==> config.mk <==
export PLATFORM = sky130hd
export DESIGN_NAME = multi_key_press_classifier
export DESIGN_NICKNAME = d
export VERILOG_FILES = /design/src/rtl/multi_key_press_classifier.sv
export SDC_FILE = /design/constraint.sdc
export NUM_CORES = 1
export LEC_CHECK = 0
export BUFFER_PORTS_ARGS = -buffer_cell sky130_fd_sc_hd__clkbuf_2
export CORE_MARGIN = 5
export CORE_UTILIZATION = 35
export CTS_CLUSTER_SIZE = 16
export DETAILED_ROUTE_END_ITERATION = 6
export PLACE_DENSITY_LB_ADDON = 0.1
export SLEW_MARGIN = 10
export SYNTH_ARGS = -nofsm -noshare
export SYNTH_HDL_FRONTEND = slang
export SYNTH_SLANG_ARGS = --single-unit
export TNS_END_PERCENT = 5
==> constraint.sdc <==
create_clock -name clk -period 3.9 [get_ports clk]
set_input_delay 0.78 -clock clk [delete_from_list [all_inputs] [get_ports clk]]
set_output_delay 0.78 -clock clk [all_outputs]
set_load 0.03 [all_outputs]
==> src/rtl/multi_key_press_classifier.sv <==
// N-channel key front end: 2-flop sync, debounce and short/long/auto-repeat classification.
// Optional feature macro: AUTO_REPEAT_EN (enables repeat_pulse generation while a long press is held).
module multi_key_press_classifier #(
  parameter int N_CH     = 4,
  parameter int DEB_CYC  = 16,
  parameter int LONG_CYC = 100,
  parameter int REP_CYC  = 25
) (
  input  logic            clk,
  input  logic            rst,
  input  logic [N_CH-1:0] key_raw,
  output logic [N_CH-1:0] pressed_lv,
  output logic [N_CH-1:0] short_pulse,
  output logic [N_CH-1:0] long_pulse,
  output logic [N_CH-1:0] long_lv,
  output logic [N_CH-1:0] repeat_pulse
);

  localparam int DEB_W  = $clog2(DEB_CYC + 1);
  localparam int HOLD_W = $clog2(LONG_CYC + 1);
  localparam logic [DEB_W-1:0]  DEB_LAST  = DEB_W'(DEB_CYC - 1);
  localparam logic [HOLD_W-1:0] HOLD_LAST = HOLD_W'(LONG_CYC - 1);
  localparam logic [HOLD_W-1:0] HOLD_SAT  = HOLD_W'(LONG_CYC);

  typedef enum logic [1:0] {
    IDLE  = 2'd0,
    PRESS = 2'd1,
    LONG  = 2'd2
  } state_t;

  // Elaboration-time guard against unusable threshold values.
  if (N_CH < 1 || DEB_CYC < 1 || LONG_CYC < 2 || REP_CYC < 1) begin : g_param_check
    $error("multi_key_press_classifier: illegal parameter value");
  end

  for (genvar gi = 0; gi < N_CH; gi++) begin : g_ch
    logic             sync1_reg;
    logic             key_s_reg;
    logic             stable_reg;
    logic             pressed_reg;
    logic [DEB_W-1:0] deb_cnt_reg;

    state_t            state_reg, state_next;
    logic [HOLD_W-1:0] hold_cnt_reg, hold_cnt_next;
    logic              short_reg, short_next;
    logic              long_pulse_reg, long_pulse_next;
    logic              long_lv_reg;

    always_ff @(posedge clk) begin
      if (rst) begin
        sync1_reg   <= 1'b0;
        key_s_reg   <= 1'b0;
        stable_reg  <= 1'b0;
        pressed_reg <= 1'b0;
        deb_cnt_reg <= '0;
      end else begin
        sync1_reg   <= key_raw[gi];
        key_s_reg   <= sync1_reg;
        pressed_reg <= stable_reg;
        // Any agreeing sample restarts the count, so short glitches never flip stable.
        if (key_s_reg == stable_reg) begin
          deb_cnt_reg <= '0;
        end else if (deb_cnt_reg == DEB_LAST) begin
          stable_reg  <= ~stable_reg;
          deb_cnt_reg <= '0;
        end else begin
          deb_cnt_reg <= deb_cnt_reg + 1'b1;
        end
      end
    end

    always_comb begin
      state_next      = state_reg;
      hold_cnt_next   = hold_cnt_reg;
      short_next      = 1'b0;
      long_pulse_next = 1'b0;
      case (state_reg)
        IDLE: begin
          if (stable_reg) begin
            state_next    = PRESS;
            hold_cnt_next = HOLD_W'(1);
          end
        end
        PRESS: begin
          if (!stable_reg) begin
            state_next    = IDLE;
            hold_cnt_next = '0;
            short_next    = 1'b1;
          end else if (hold_cnt_reg == HOLD_LAST) begin
            state_next      = LONG;
            hold_cnt_next   = HOLD_SAT;
            long_pulse_next = 1'b1;
          end else begin
            hold_cnt_next = hold_cnt_reg + 1'b1;
          end
        end
        LONG: begin
          if (!stable_reg) begin
            state_next    = IDLE;
            hold_cnt_next = '0;
          end
        end
        default: begin
          state_next    = IDLE;
          hold_cnt_next = '0;
        end
      endcase
    end

    // long_lv follows the next state so it rises together with long_pulse.
    always_ff @(posedge clk) begin
      if (rst) begin
        state_reg      <= IDLE;
        hold_cnt_reg   <= '0;
        short_reg      <= 1'b0;
        long_pulse_reg <= 1'b0;
        long_lv_reg    <= 1'b0;
      end else begin
        state_reg      <= state_next;
        hold_cnt_reg   <= hold_cnt_next;
        short_reg      <= short_next;
        long_pulse_reg <= long_pulse_next;
        long_lv_reg    <= (state_next == LONG);
      end
    end

    assign pressed_lv[gi]  = pressed_reg;
    assign short_pulse[gi] = short_reg;
    assign long_pulse[gi]  = long_pulse_reg;
    assign long_lv[gi]     = long_lv_reg;

`ifdef AUTO_REPEAT_EN
    localparam int REP_W = (REP_CYC > 1) ? $clog2(REP_CYC) : 1;
    localparam logic [REP_W-1:0] REP_LAST = REP_W'(REP_CYC - 1);

    logic [REP_W-1:0] rep_cnt_reg;
    logic             rep_pulse_reg;

    // Counts held-long cycles; first wrap lands REP_CYC cycles after long_pulse.
    always_ff @(posedge clk) begin
      if (rst) begin
        rep_cnt_reg   <= '0;
        rep_pulse_reg <= 1'b0;
      end else if (state_reg == LONG && stable_reg) begin
        if (rep_cnt_reg == REP_LAST) begin
          rep_cnt_reg   <= '0;
          rep_pulse_reg <= 1'b1;
        end else begin
          rep_cnt_reg   <= rep_cnt_reg + 1'b1;
          rep_pulse_reg <= 1'b0;
        end
      end else begin
        rep_cnt_reg   <= '0;
        rep_pulse_reg <= 1'b0;
      end
    end

    assign repeat_pulse[gi] = rep_pulse_reg;
`else
    assign repeat_pulse[gi] = 1'b0;
`endif
  end

endmodule

# Yosys cells after proc, flatten, opt, wreduce, memory -nomap -nowiden
# Index checks and enable logic that the tools add are counted.
# totals
ff_bits	84
input_bits	6
wordCells	164
# op_classes
addsub	8
n_bitwise	12
mux	48
n_reduce_logical	24
eq_ne	32
# op_table
op	n
$mux W7	16
$pmux W7 S3	4
$mux W2	16
$add A7 B1 Y7 const B	4
$eq A7 B7 Y1 const B	4
$pmux W2 S3	4
$reduce_or A3 Y1	8
$add A5 B1 Y5 const B	4
$eq A5 B4 Y1 const B	4
$eq A2 B2 Y1 const B	8
$ne A2 B2 Y1 const B	8
$reduce_and A2 Y1	8
$not A1 Y1	12
$eq A2 B1 Y1 const B	4
$logic_not A2 Y1	4
$mux W1	8
$reduce_or A2 Y1	4
$eq A1 B1 Y1	4

# Longest topological paths before layout
# depth
ltp_word	5
mapped_depth	6
ltp_nobuf	5

# Least setup slack after synthesis
# No wires, ideal clock.
# synth_timing
kind	input port to flip-flop
startpoint	input port rst
endpoint	register g_ch[3].hold_cnt_reg[6]
n_path_buf	1
setup_slack_ns	2.103
setup_time_ns	0.117
stages	5
arrival_ns	1.680
path_cell_list	clkbuf_1 > nand2b_1 > nor2_1 > a21bo_2 > a22o_1
# synth_lines
item	line_no	rtl
from (decl)	10	input logic rst,
to (signal assigned)	120	hold_cnt_reg <= hold_cnt_next;
to (decl)	44	logic [HOLD_W-1:0] hold_cnt_reg, hold_cnt_next;

==> reports/qor.csv <==
stage,metric,value,unit
power_and_ir_drop,comb_power_share,1.7,%
cells_and_area,drive_gt1_share,10.25,%
floorplanning,die-area,12420,sq um
clocking,cts-resized-gates,0,
grt,grt_pass1_vias,2479,
sta,max_freq,565.1,MHz
place,port_buffers,21,
job,drv_cap,0,
sta,rsz0062_at_grt,false,
critical_path,arrival,2.00,ns
power_and_ir_drop,pwr-share-seq,53.8,%
critical_path,cp-end-kind,register,
grt,antenna_found_initial,0,
sta,slew_viol_final,0,
critical_path,crit_family,simple AND/OR/NAND/NOR gates,
sta,min_period_over_period,45.37,%
critical_path,slowest_delay,0.37,ns
cells_and_area,fin_cells,536,
route,first_iter_violations,152,
logic_synthesis,synthCells,395,
place,gp_congestion,0.8126,
route,wl,6.403,mm
grt,grt_use_total,10.79,%
sta,fin_crit,1.769,ns
place,placed_cells,522,
critical_path,cp-startpoint,rst,
sta,hold_viol,0,
cells_and_area,fill_cells,1061,
clocking,post-cts-setup-buffer-count,0,
sta,tightest_slew,0.7313,ns
critical_path,crit-reg2reg-launch,g_ch[2].hold_cnt_reg[0],
status,outcome,"finished, final reports clean",
critical_path,cp.required,4.13,ns
critical_path,crit_slowest_cell,clkbuf_2,
route,avgRoutedWirePerCell,11.95,microns
sta,max_slew_margin,50.87,%
sta,clock_skew,0.01053,ns
grt,gr-total-overflow,0,
logic_synthesis,syn-cell-area,3602,sq um
critical_path,critPathBufInv,1,
power_and_ir_drop,p_switching,319.9,uW
cells_and_area,final_cell_mix,"84 x dfxtp_1, 48 x nor2_1, 21 x clkbuf_2",
logic_synthesis,synth_edf_count,0,
cells_and_area,final_common_cell,dfxtp_1,
grt,grt_max_degree,25,
clocking,insertion_delay,0.35,ns
floorplanning,dieWidth,111.5,microns
power_and_ir_drop,clkPwrFrac,44.5,%
power_and_ir_drop,p_leak,1.440,nW
clocking,cts_buffer_depth,2,
route,drcViolationCount,0,
floorplanning,core_area,10180,sq um
min_path,hp-class,register to register,
clocking,cts_buffers,9,
critical_path,path_max_fanout,23,
route,drtAntennaViolNets,0,
grt,grt_pass1_wl,11.16,mm
power_and_ir_drop,peakVddDrop,169.7,uV
clocking,cts-root-buf,clkbuf_8,
critical_path,r2r_setup_slack,2.19,ns
sta,setup_tns,0,ns
sta,whs,0.4407,ns
route,num_vias,2609,
power_and_ir_drop,intPower,1.288,mW
logic_synthesis,synthDistinctLibCells,47,
floorplanning,ios,26,
logic_synthesis,synth.avg_cell_area,9.120,sq um
clocking,clk_pin_slew,0.08,ns
clocking,htree_levels,3,
min_path,worstHoldStart,g_ch[3].sync1_reg,
cells_and_area,antenna_cells,0,
cells_and_area,largest_register_ffs,28,
logic_synthesis,synth_warnings,0,
floorplanning,die_h,111.5,microns
logic_synthesis,async_flop_share,0,%
floorplanning,initial_core_util,35.37,%
sta,finalSetupViolations,0,
cells_and_area,nets,415,
power_and_ir_drop,swShare,19.89,%
logic_synthesis,seq_area_frac_synth,46.68,%
clocking,cts_hold_buf,0,
critical_path,path_cells,"clkbuf_2, nand2b_1, nor2_1, a21bo_2, a22o_1",
clocking,cts_num_sinks,84,
critical_path,critical_path_class,input pin to register,
logic_synthesis,synthFlopType,dfxtp_1,
critical_path,start_kind,input pin,
clocking,cts_tree,yes,
cells_and_area,syn_to_final_growth,8.406,%
route,drtPass1Iterations,4,
floorplanning,placementRows,37,
power_and_ir_drop,power.density,411.8,nW/um^2
cells_and_area,fin_util,38.34,%
place,dpl.hpwl,4.433,mm
route,viasPerCell,4.868,
logic_synthesis,synth_seq_cells,84,
kinds of logic after synthesis:
kind of cell,after synthesis,synth area share (%)
AO/OA/AOI/OAI,66,12.12
XOR/XNOR,17,4.134
adder cells (fa/ha/maj),14,4.724
buffers and inverters,51,7.815
flip-flops,84,46.68
multiplexers,6,1.667
other,1,0.1041
AND/OR/NAND/NOR,156,22.75
per-layer routing:
| layer | global-route usage (%) | vias to the layer above | share of wire [%] |
|---|---|---|---|
| li1 | - | 1345 | - |
| met1 | 13.01 | 1228 | 47 |
| met2 | 17.89 | 26 | 47 |
| met3 | 3.261 | 10 | 3.8 |
| met4 | 4.542 | 0 | 1.7 |
| met5 | 0 | - | 0 |
area by class of cell:
class / instances / area (sq um) / share of cell area [%]
clock buffers: 9 / 123.9 / 3.172
multi-input cells: 263 / 1650 / 42.26
repair buffers: 22 / 112.6 / 2.884
well taps: 136 / 170.2 / 4.358
flip-flops and latches: 84 / 1682 / 43.06
inverters: 17 / 63.81 / 1.634
clock inverters: 5 / 102.6 / 2.627
synth_stat cells (all sizes together), types with 3 or more instances:
library cell	count	share of area, %
a21oi	13	1.8
xor2	8	1.9
nand3	20	2.8
and3b	4	0.97
nand2b	11	1.9
clkbuf	8	0.87
and3	8	1.4
o21a	3	0.63
or3	5	0.87
buf	26	5.2
ha	12	4.2
dfxtp	84	47
mux2i	6	1.7
nand2	16	1.7
or4	3	0.63
a31oi	6	1.0
xnor2	9	2.2
nand4b	4	0.97
nor2b	13	2.3
nor2	48	5.0
nor3	11	1.5
a22oi	4	0.83
o21ai	17	2.4
inv	17	1.8
a22o	4	0.97
nand3b	7	1.5
a21boi	3	0.63
worst register-to-register path, stage by stage (launching register included):
cell,delay [ns]
dfxtp_1,0.38
ha_1,0.23
nand4b_1,0.11
nor3_1,0.58
nand3b_1,0.17
a21boi_0,0.17
path summary, 6_finish.rpt:
| check | cells past startpoint | end |
|---|---|---|
| min reg2reg | 1 | g_ch[3].key_s_reg |
| max | 5 | g_ch[3].hold_cnt_reg[6] |
| max reg2reg | 5 | g_ch[2].state_reg[1] |
| min | 1 | g_ch[3].key_s_reg |
through the flow:
step           power (mW)  instance area, sq um  setup slack (ns)
6_report            1.608                  3905             2.131
5_1_grt             1.673                  3905             1.953
4_1_cts             1.638                  3905             2.125
3_5_place_dp       0.9129                  3679             1.743
3_3_place_gp       0.9127                  3679             1.781
2_1_floorplan      0.9084                  3613             2.104
power by group through the flow:
stage / sequential, mW / clock (mW) / combinational [mW]
after global routing: 0.866 / 0.777 / 0.0311
after CTS: 0.864 / 0.746 / 0.0282
after global placement: 0.885 / 0 / 0.0280
after floorplan: 0.884 / 0 / 0.0244
final: 0.864 / 0.716 / 0.0275
after detailed placement: 0.885 / 0 / 0.0282
Power figures use the tool's default switching activity.
